--- config.mk ---
export PLATFORM = sky130hd
export DESIGN_NAME = fir_filter
export DESIGN_NICKNAME = d
export VERILOG_FILES = /design/src/rtl/fir_pkg.sv /design/src/rtl/fir_coeff_rom.sv /design/src/rtl/fir_filter.sv
export SDC_FILE = /design/constraint.sdc
export NUM_CORES = 2
export LEC_CHECK = 0
export CAP_MARGIN = 25
export CORE_MARGIN = 1
export CORE_UTILIZATION = 55
export DETAILED_ROUTE_END_ITERATION = 10
export GPL_TIMING_DRIVEN = 1
export HOLD_SLACK_MARGIN = 0.02
export PLACE_DENSITY = 0.69
export SLEW_MARGIN = 20
export SYNTH_ARGS = -nofsm -noshare
export SYNTH_HDL_FRONTEND = slang
export SYNTH_HIERARCHICAL = 1
export SYNTH_SLANG_ARGS = --single-unit
export TNS_END_PERCENT = 30
--- constraint.sdc ---
create_clock -name clk -period 42.3 [get_ports clk]
set_input_delay 8.46 -clock clk [delete_from_list [all_inputs] [get_ports clk]]
set_output_delay 8.46 -clock clk [all_outputs]
set_load 0.05 [all_outputs]
--- src/rtl/fir_pkg.sv ---
// rtl/fir_pkg.sv - shared types, sizes and coefficient table for the 64-tap FIR
package fir_pkg;

    localparam int TAPS = 64;
    localparam int DW   = 16;
    localparam int CW   = 16;
    localparam int OW   = DW + CW + $clog2(TAPS);
    localparam int IW   = $clog2(TAPS);

    typedef logic signed [DW-1:0] sample_t;
    typedef logic signed [CW-1:0] coeff_t;
    typedef logic signed [OW-1:0] acc_t;

    typedef enum logic [1:0] {
        IDLE,
        MAC,
        DONE
    } state_t;

    // Linear ramp from +512 down to -496 in steps of 16; h[0] meets the newest sample.
    localparam coeff_t COEFFS [0:TAPS-1] = '{
         16'sd512,  16'sd496,  16'sd480,  16'sd464,  16'sd448,  16'sd432,  16'sd416,  16'sd400,
         16'sd384,  16'sd368,  16'sd352,  16'sd336,  16'sd320,  16'sd304,  16'sd288,  16'sd272,
         16'sd256,  16'sd240,  16'sd224,  16'sd208,  16'sd192,  16'sd176,  16'sd160,  16'sd144,
         16'sd128,  16'sd112,   16'sd96,   16'sd80,   16'sd64,   16'sd48,   16'sd32,   16'sd16,
           16'sd0,  -16'sd16,  -16'sd32,  -16'sd48,  -16'sd64,  -16'sd80,  -16'sd96, -16'sd112,
        -16'sd128, -16'sd144, -16'sd160, -16'sd176, -16'sd192, -16'sd208, -16'sd224, -16'sd240,
        -16'sd256, -16'sd272, -16'sd288, -16'sd304, -16'sd320, -16'sd336, -16'sd352, -16'sd368,
        -16'sd384, -16'sd400, -16'sd416, -16'sd432, -16'sd448, -16'sd464, -16'sd480, -16'sd496
    };

endpackage

--- src/rtl/fir_coeff_rom.sv ---
// rtl/fir_coeff_rom.sv - combinational coefficient lookup by tap index
module fir_coeff_rom
    import fir_pkg::*;
#(
    parameter bit     COEFF_OVERRIDE = 1'b0,
    parameter coeff_t OVERRIDE_VALUE = '0
) (
    input  logic [IW-1:0]        idx,
    output logic signed [CW-1:0] coeff
);

    // The override replaces every tap with one value so full-scale corners can be exercised.
    assign coeff = COEFF_OVERRIDE ? OVERRIDE_VALUE : COEFFS[idx];

endmodule

--- src/rtl/fir_filter.sv ---
// rtl/fir_filter.sv - sequential 64-tap FIR with a single time-shared MAC
module fir_filter
    import fir_pkg::*;
#(
    parameter bit     COEFF_OVERRIDE = 1'b0,
    parameter coeff_t OVERRIDE_VALUE = '0
) (
    input  logic                 clk,
    input  logic                 rst,
    input  logic signed [DW-1:0] FIR_input,
    input  logic                 input_valid,
    output logic signed [OW-1:0] FIR_output,
    output logic                 output_valid
);

    state_t          state;
    state_t          state_nxt;
    logic [IW-1:0]   idx;
    sample_t         delay [0:TAPS-1];
    acc_t            acc;
    coeff_t          coeff;
    logic signed [DW+CW-1:0] prod;
    acc_t            prod_ext;

    fir_coeff_rom #(
        .COEFF_OVERRIDE (COEFF_OVERRIDE),
        .OVERRIDE_VALUE (OVERRIDE_VALUE)
    ) u_rom (
        .idx   (idx),
        .coeff (coeff)
    );

    // Full-precision product, sign-extended so 64 worst-case terms cannot wrap.
    assign prod     = delay[idx] * coeff;
    assign prod_ext = acc_t'(prod);

    // State register; reset aborts any computation in flight.
    always_ff @(posedge clk) begin
        if (rst) begin
            state <= IDLE;
        end else begin
            state <= state_nxt;
        end
    end

    // Next state: accept in IDLE, run TAPS MAC cycles, one publish cycle, back to IDLE.
    always_comb begin
        state_nxt = state;
        case (state)
            IDLE: if (input_valid) state_nxt = MAC;
            MAC:  if (idx == IW'(TAPS - 1)) state_nxt = DONE;
            DONE: state_nxt = IDLE;
            default: state_nxt = IDLE;
        endcase
    end

    // Delay line, accumulator, tap index and registered result.
    always_ff @(posedge clk) begin
        if (rst) begin
            for (int k = 0; k < TAPS; k++) delay[k] <= '0;
            acc          <= '0;
            idx          <= '0;
            FIR_output   <= '0;
            output_valid <= 1'b0;
        end else begin
            output_valid <= 1'b0;
            case (state)
                IDLE: begin
                    if (input_valid) begin
                        for (int k = TAPS - 1; k > 0; k--) delay[k] <= delay[k-1];
                        delay[0] <= FIR_input;
                        acc      <= '0;
                        idx      <= '0;
                    end
                end
                MAC: begin
                    acc <= acc + prod_ext;
                    idx <= idx + IW'(1);
                end
                DONE: begin
                    FIR_output   <= acc;
                    output_valid <= 1'b1;
                end
                default: ;
            endcase
        end
    end

endmodule

# Word-level counts from Yosys, hierarchy flattened
# Memories as Yosys holds them, arrays and structs flattened. A register that Yosys moved wholly into a read port is not among the register bits.
# Index checks and enable logic that the tools add are counted.
[word_totals] mem_bits_rw=1024 latchBits=0 regBits=85 word_cells=167 memories=2 rom_bits=1024 in_bits=19 output_inout_bits=39
[op_classes] add_sub_neg=2 shifts=0 bitwise=65 n_mul=1 magnitude_cmp=1 n_reduce_logical=4 div=0 eq_ne=5 mux=82
[memory_table] memory="(no name shown)" words=64 word_bits=16 read_ports=1 rd_clocked_by_memory_dff=0 wr=0 line_no="fir_coeff_rom.sv:13" text="assign coeff = COEFF_OVERRIDE ? OVERRIDE_VALUE : COEFFS[idx];"
[memory_table] memory="delay" words=64 word_bits=16 read_ports=64 rd_clocked_by_memory_dff=1 wr=64 line_no="fir_filter.sv:19" text="sample_t delay [0:TAPS-1];"
[op_table] operator="$mux W16" count=66
[op_table] operator="$pmux W38 S2" count=1
[op_table] operator="$or A1 B1 Y1" count=64
[op_table] operator="$add A38 B32 Y38" count=1
[op_table] operator="$mux W38" count=1
[op_table] operator="$mul A16 B16 Y32" count=1
[op_table] operator="$mux W6" count=3
[op_table] operator="$pmux W6 S2" count=1
[op_table] operator="$ge A7 B7 Y1 const B" count=1
[op_table] operator="$mux W1" count=7
[op_table] operator="$not A6 Y7" count=1
[op_table] operator="$add A6 B1 Y6 const B" count=1
[op_table] operator="$eq A6 B6 Y1 const B" count=1
[op_table] operator="$mux W2" count=2
[op_table] operator="$ne A2 B2 Y1 const B" count=2
[op_table] operator="$pmux W2 S2" count=1
[op_table] operator="$reduce_and A2 Y1" count=2
[op_table] operator="$eq A2 B1 Y1 const B" count=1
[op_table] operator="$eq A2 B2 Y1 const B" count=1
[op_table] operator="$logic_not A2 Y1" count=1
[op_table] operator="$reduce_bool A2 Y1" count=1

# Longest topological paths before layout
[logic_depth] ltp_word=7 depth_mapped=33 ltp_nobuf=28

# Hierarchy
# Netlist, hierarchy kept.
[modules_own_cells] mod="fir_filter" cells_each=4227 instances=1 area_each_um2=60509.3 seq_area_each_um2=32571.2
[modules_own_cells] mod="fir_coeff_rom" cells_each=25 instances=1 area_each_um2=192.7 seq_area_each_um2=0.0

# Worst setup path after synthesis
# Ideal clock, no wire load.
[synth_timing] path_type="input to register" startpoint="input rst" endpoint="memory delay[0][0] (netlist bit) (enable)" stages=2 required_ns=40.714 setup_time_ns=1.586 path_slack_ns=7.687 path_buffers=1 arrival_ns=33.027 path_cell_list="clkbuf_1 -> nand2b_1"
[synth_lines] element="start: declaration" line_no="fir_filter.sv:9" text="input logic rst,"
[synth_lines] element="end: declaration" line_no="fir_filter.sv:19"

==> summary.md <==
| Metric | Value |
|---|---|
| Row cnt | 121 |
| GRT Util Overall | 21.1% |
| Crit path launch | rst |
| Area grow syn2layout | 8.82% |
| Hold Path Class | register to register |
| First-pass GRT wire length | 186000 microns |
| CTS clock-pin slew for the worst setup and hold paths | 0.06 ns |
| Worst Path Arrival | 13.34 ns |
| Setup violators final | 0 |
| CTS tree | built |
| M3 GR Usage | 2.71% |
| DRC Markers | 0 |
| Cell taking the most area after synthesis | edfxtp_1 |
| Gate power share | 27.9% |
| Port Buf Inserts | 57 |
| Worst slew pin tran | 1.02 ns |
| CP Launch Type | input pin |
| First drt pass iteration count | 5 |
| FF+latch count, synth | 1115 |
| Met1 GRT Util | 32.0% |
| Share of post-route cells with drive strength above 1 | 12.8% |
| Post-synth ARST share | 0% |
| # H-tree levels | 3 |
| Number of fill cells in the layout | 8251 |
| VDD IR max | 0.0570 mV |
| Netlist Area Pre-Place | 0.0607 sq mm |
| Total core area | 0.109 sq mm |
| Seq/Total Area, Yosys | 53.7% |
| Largest fanout on the critical path | 144 |
| Die height | 334 microns |
| Routed vias | 32200 |
| Psw | 0.993 mW |
| Most crowded layer after global routing | met2 |
| Most used cell, CP | buf_4 |
| Share of the synthesized area in the top cell type | 50.7% |
| Pin count of the biggest net entering global routing | 337 |
| Crit-path cells | buf_2, buf_4, nand2b_4, buf_4, buf_4, buf_12, buf_4 |
| Max Buffers Root-to-Sink | 3 |
| Setup TNS | 0 ns |
| Place WS | 28.52 ns |
| Peak Freq | 76.8 MHz |
| Starting Density | 55.6% |
| PnR worst setup slack | 29.28 ns |
| CTS sink cnt | 1115 |
| HP Start | FIR_output[37]$_SDFFE_PP0P_ |
| Synth Instances | 4252 |
| Post-cts sizing count | 0 |
| Worst endpoint required time | 42.62 ns |
| Routed len/inst | 19.6 microns |
| Num ports | 58 |
| Cell Pwr Density | 48.6 mW/mm^2 |
| Final Hold Fails | 0 |
| Highest-count cells in the layout ignoring fill and taps | 1164 x and2_1, 1024 x edfxtp_1, 352 x inv_1 |
| Max-Cap Viols | 0 |
| Status | completed |
| Final ANT Viol Nets | 0 |
| Setup CP Type | input pin to register |
| Via/cell ratio | 5.58 |
| Die ar. | 0.112 sq mm |
| Drt total wl | 113000 microns |
| Setup bufs post-CTS | 0 |
| Core Util, Final | 60.5% |
| Yosys warns | 6 |
| Slowest library cell on the worst path | buf_4 |
| Distinct cells, synth | 59 |
| Total gr overflow | 0 |
| Latest clock arrival within the worst-skew pair | 0.72 ns |
| Clock power share | 30.3% |
| Top post-synthesis cells by area | edfxtp_1 51%, mux4_2 12%, and2_1 12% |
| RePlAce Congestion | 0.831 |
| Leakage | 25.9 nW |
| Worst slew margin | 32.0% |
| Crit end category | register |
| Met2 global-route usage | 32.6% |
| Hold Buf Count CTS | 0 |
| Int Pwr | 2.22 mW |
| Most common cell after layout, fill and taps aside | and2_1 |
| Dpl hpwl | 68800 microns |
| DR iter-0 viols | 2990 |
| Final Cycle Share | 30.8% |
| Flop pwr share | 41.8% |
| Switching share of power | 30.9% |
| Most used flip-flop cell after synthesis | edfxtp_1 |
| Post-synth EDFFs | 1024 |
| Critical path's largest stage delay | 0.86 ns |
| Number of global-route vias before repair | 33100 |
| Slew Limit Fails | 0 |
| Pwr Total | 3.21 mW |
| CTS buffer count | 115 |
| Skew final | 0.0582 ns |
| Initial antenna violation count | 2 |
| Die X | 334 microns |
| Final Critical Period | 13.02 ns |
| RSZ-0062 raised after global routing | no |
| CTS root buf | clkbuf_16 |
| Syn avg cell area | 14.3 sq um |
| Fin nets | 4667 |
[power groups by stage]
stage          combinational, mW  clock [mW]  sequential [mW]
6_report                   0.896       0.972             1.34
4_1_cts                    0.900       0.995             1.34
3_3_place_gp               0.882           0             1.36
5_1_grt                     1.03        1.03             1.35
2_1_floorplan              0.713           0             1.42
3_5_place_dp               0.892           0             1.36
[Yosys cell counts, drive strengths merged, types with 13 or more instances]
master and number:
a21o 14, a21oi 94, a22o 13, and2 1164, buf 73, clkbuf 189, dfxtp 91, edfxtp 1024
fa 322, ha 114, inv 352, mux2i 17, mux4 324, nand2 225, nand3 26, nor2 48
o21ai 21, xnor2 27
[kinds of logic (layout without fill, tap and decap cells)]
logic type                 Yosys count  count (layout)  synth area share (%)
muxes                              341             341                  12.3
and+or+nand+nor                   1512            1512                  14.4
AOI/OAI and AO/OA                  194             194                  2.01
xor gates and xnor gates            39              39                 0.563
adders and majority gates          436             436                  13.0
buffers and inverters              614             661                  4.05
other                                1               5               0.00618
DFF                               1115            1115                  53.7
[final timing paths]
kind	endpoint	slack (ns)	cells after the start
hold / removal	FIR_output[37]$_SDFFE_PP0P_	0.45	2
setup reg to reg	acc[36]$_SDFFE_PP0P_	30.82	27
hold reg to reg	FIR_output[37]$_SDFFE_PP0P_	0.45	2
setup / recovery	delay[28][0]$_SDFFCE_PN0P_	29.28	7
[per-stage QoR]
stage | hold WS [ns] | cells | cell area [sq um]
after detailed placement | 0.449 | 5568 | 62400
final | 0.454 | 5779 | 66100
after global placement | 0.447 | 5567 | 62400
after floorplan | 0.445 | 4255 | 60700
after global routing | 0.472 | 5778 | 66100
after CTS | 0.458 | 5775 | 66000
[state kept, by name (all words and copies together) (netlist names), named ones only]
name          count
state             2
FIR_output       38
acc              38
delay          1024
idx               6
output_valid      1
[per-layer routing]
layer	wire length, microns	vias to the layer above	share of wire [%]
met3	4690	137	4.1
li1	-	14700	-
met5	0	-	0
met1	53100	16800	47
met4	2070	0	1.8
met2	53400	598	47
[critical path, delay by kind of cell]
kind,cells,cell delay (ns)
buffers and inverters,6,3.73
AND/OR/NAND/NOR,1,0.81
[cell type report]
| type | count | area [sq um] | share of cell area, % |
|---|---|---|---|
| Antenna cell | 1 | 2.50 | 0.00379 |
| Clock buffer | 140 | 3020 | 4.57 |
| Clock inverter | 67 | 558 | 0.845 |
| Inverter | 352 | 1320 | 2.00 |
| Multi-Input combinational cell | 2526 | 25700 | 38.9 |
| Sequential cell | 1115 | 32600 | 49.3 |
| Tap cell | 1476 | 1850 | 2.80 |
| Timing Repair Buffer | 102 | 1010 | 1.53 |
(Power assumes the default switching activity.)
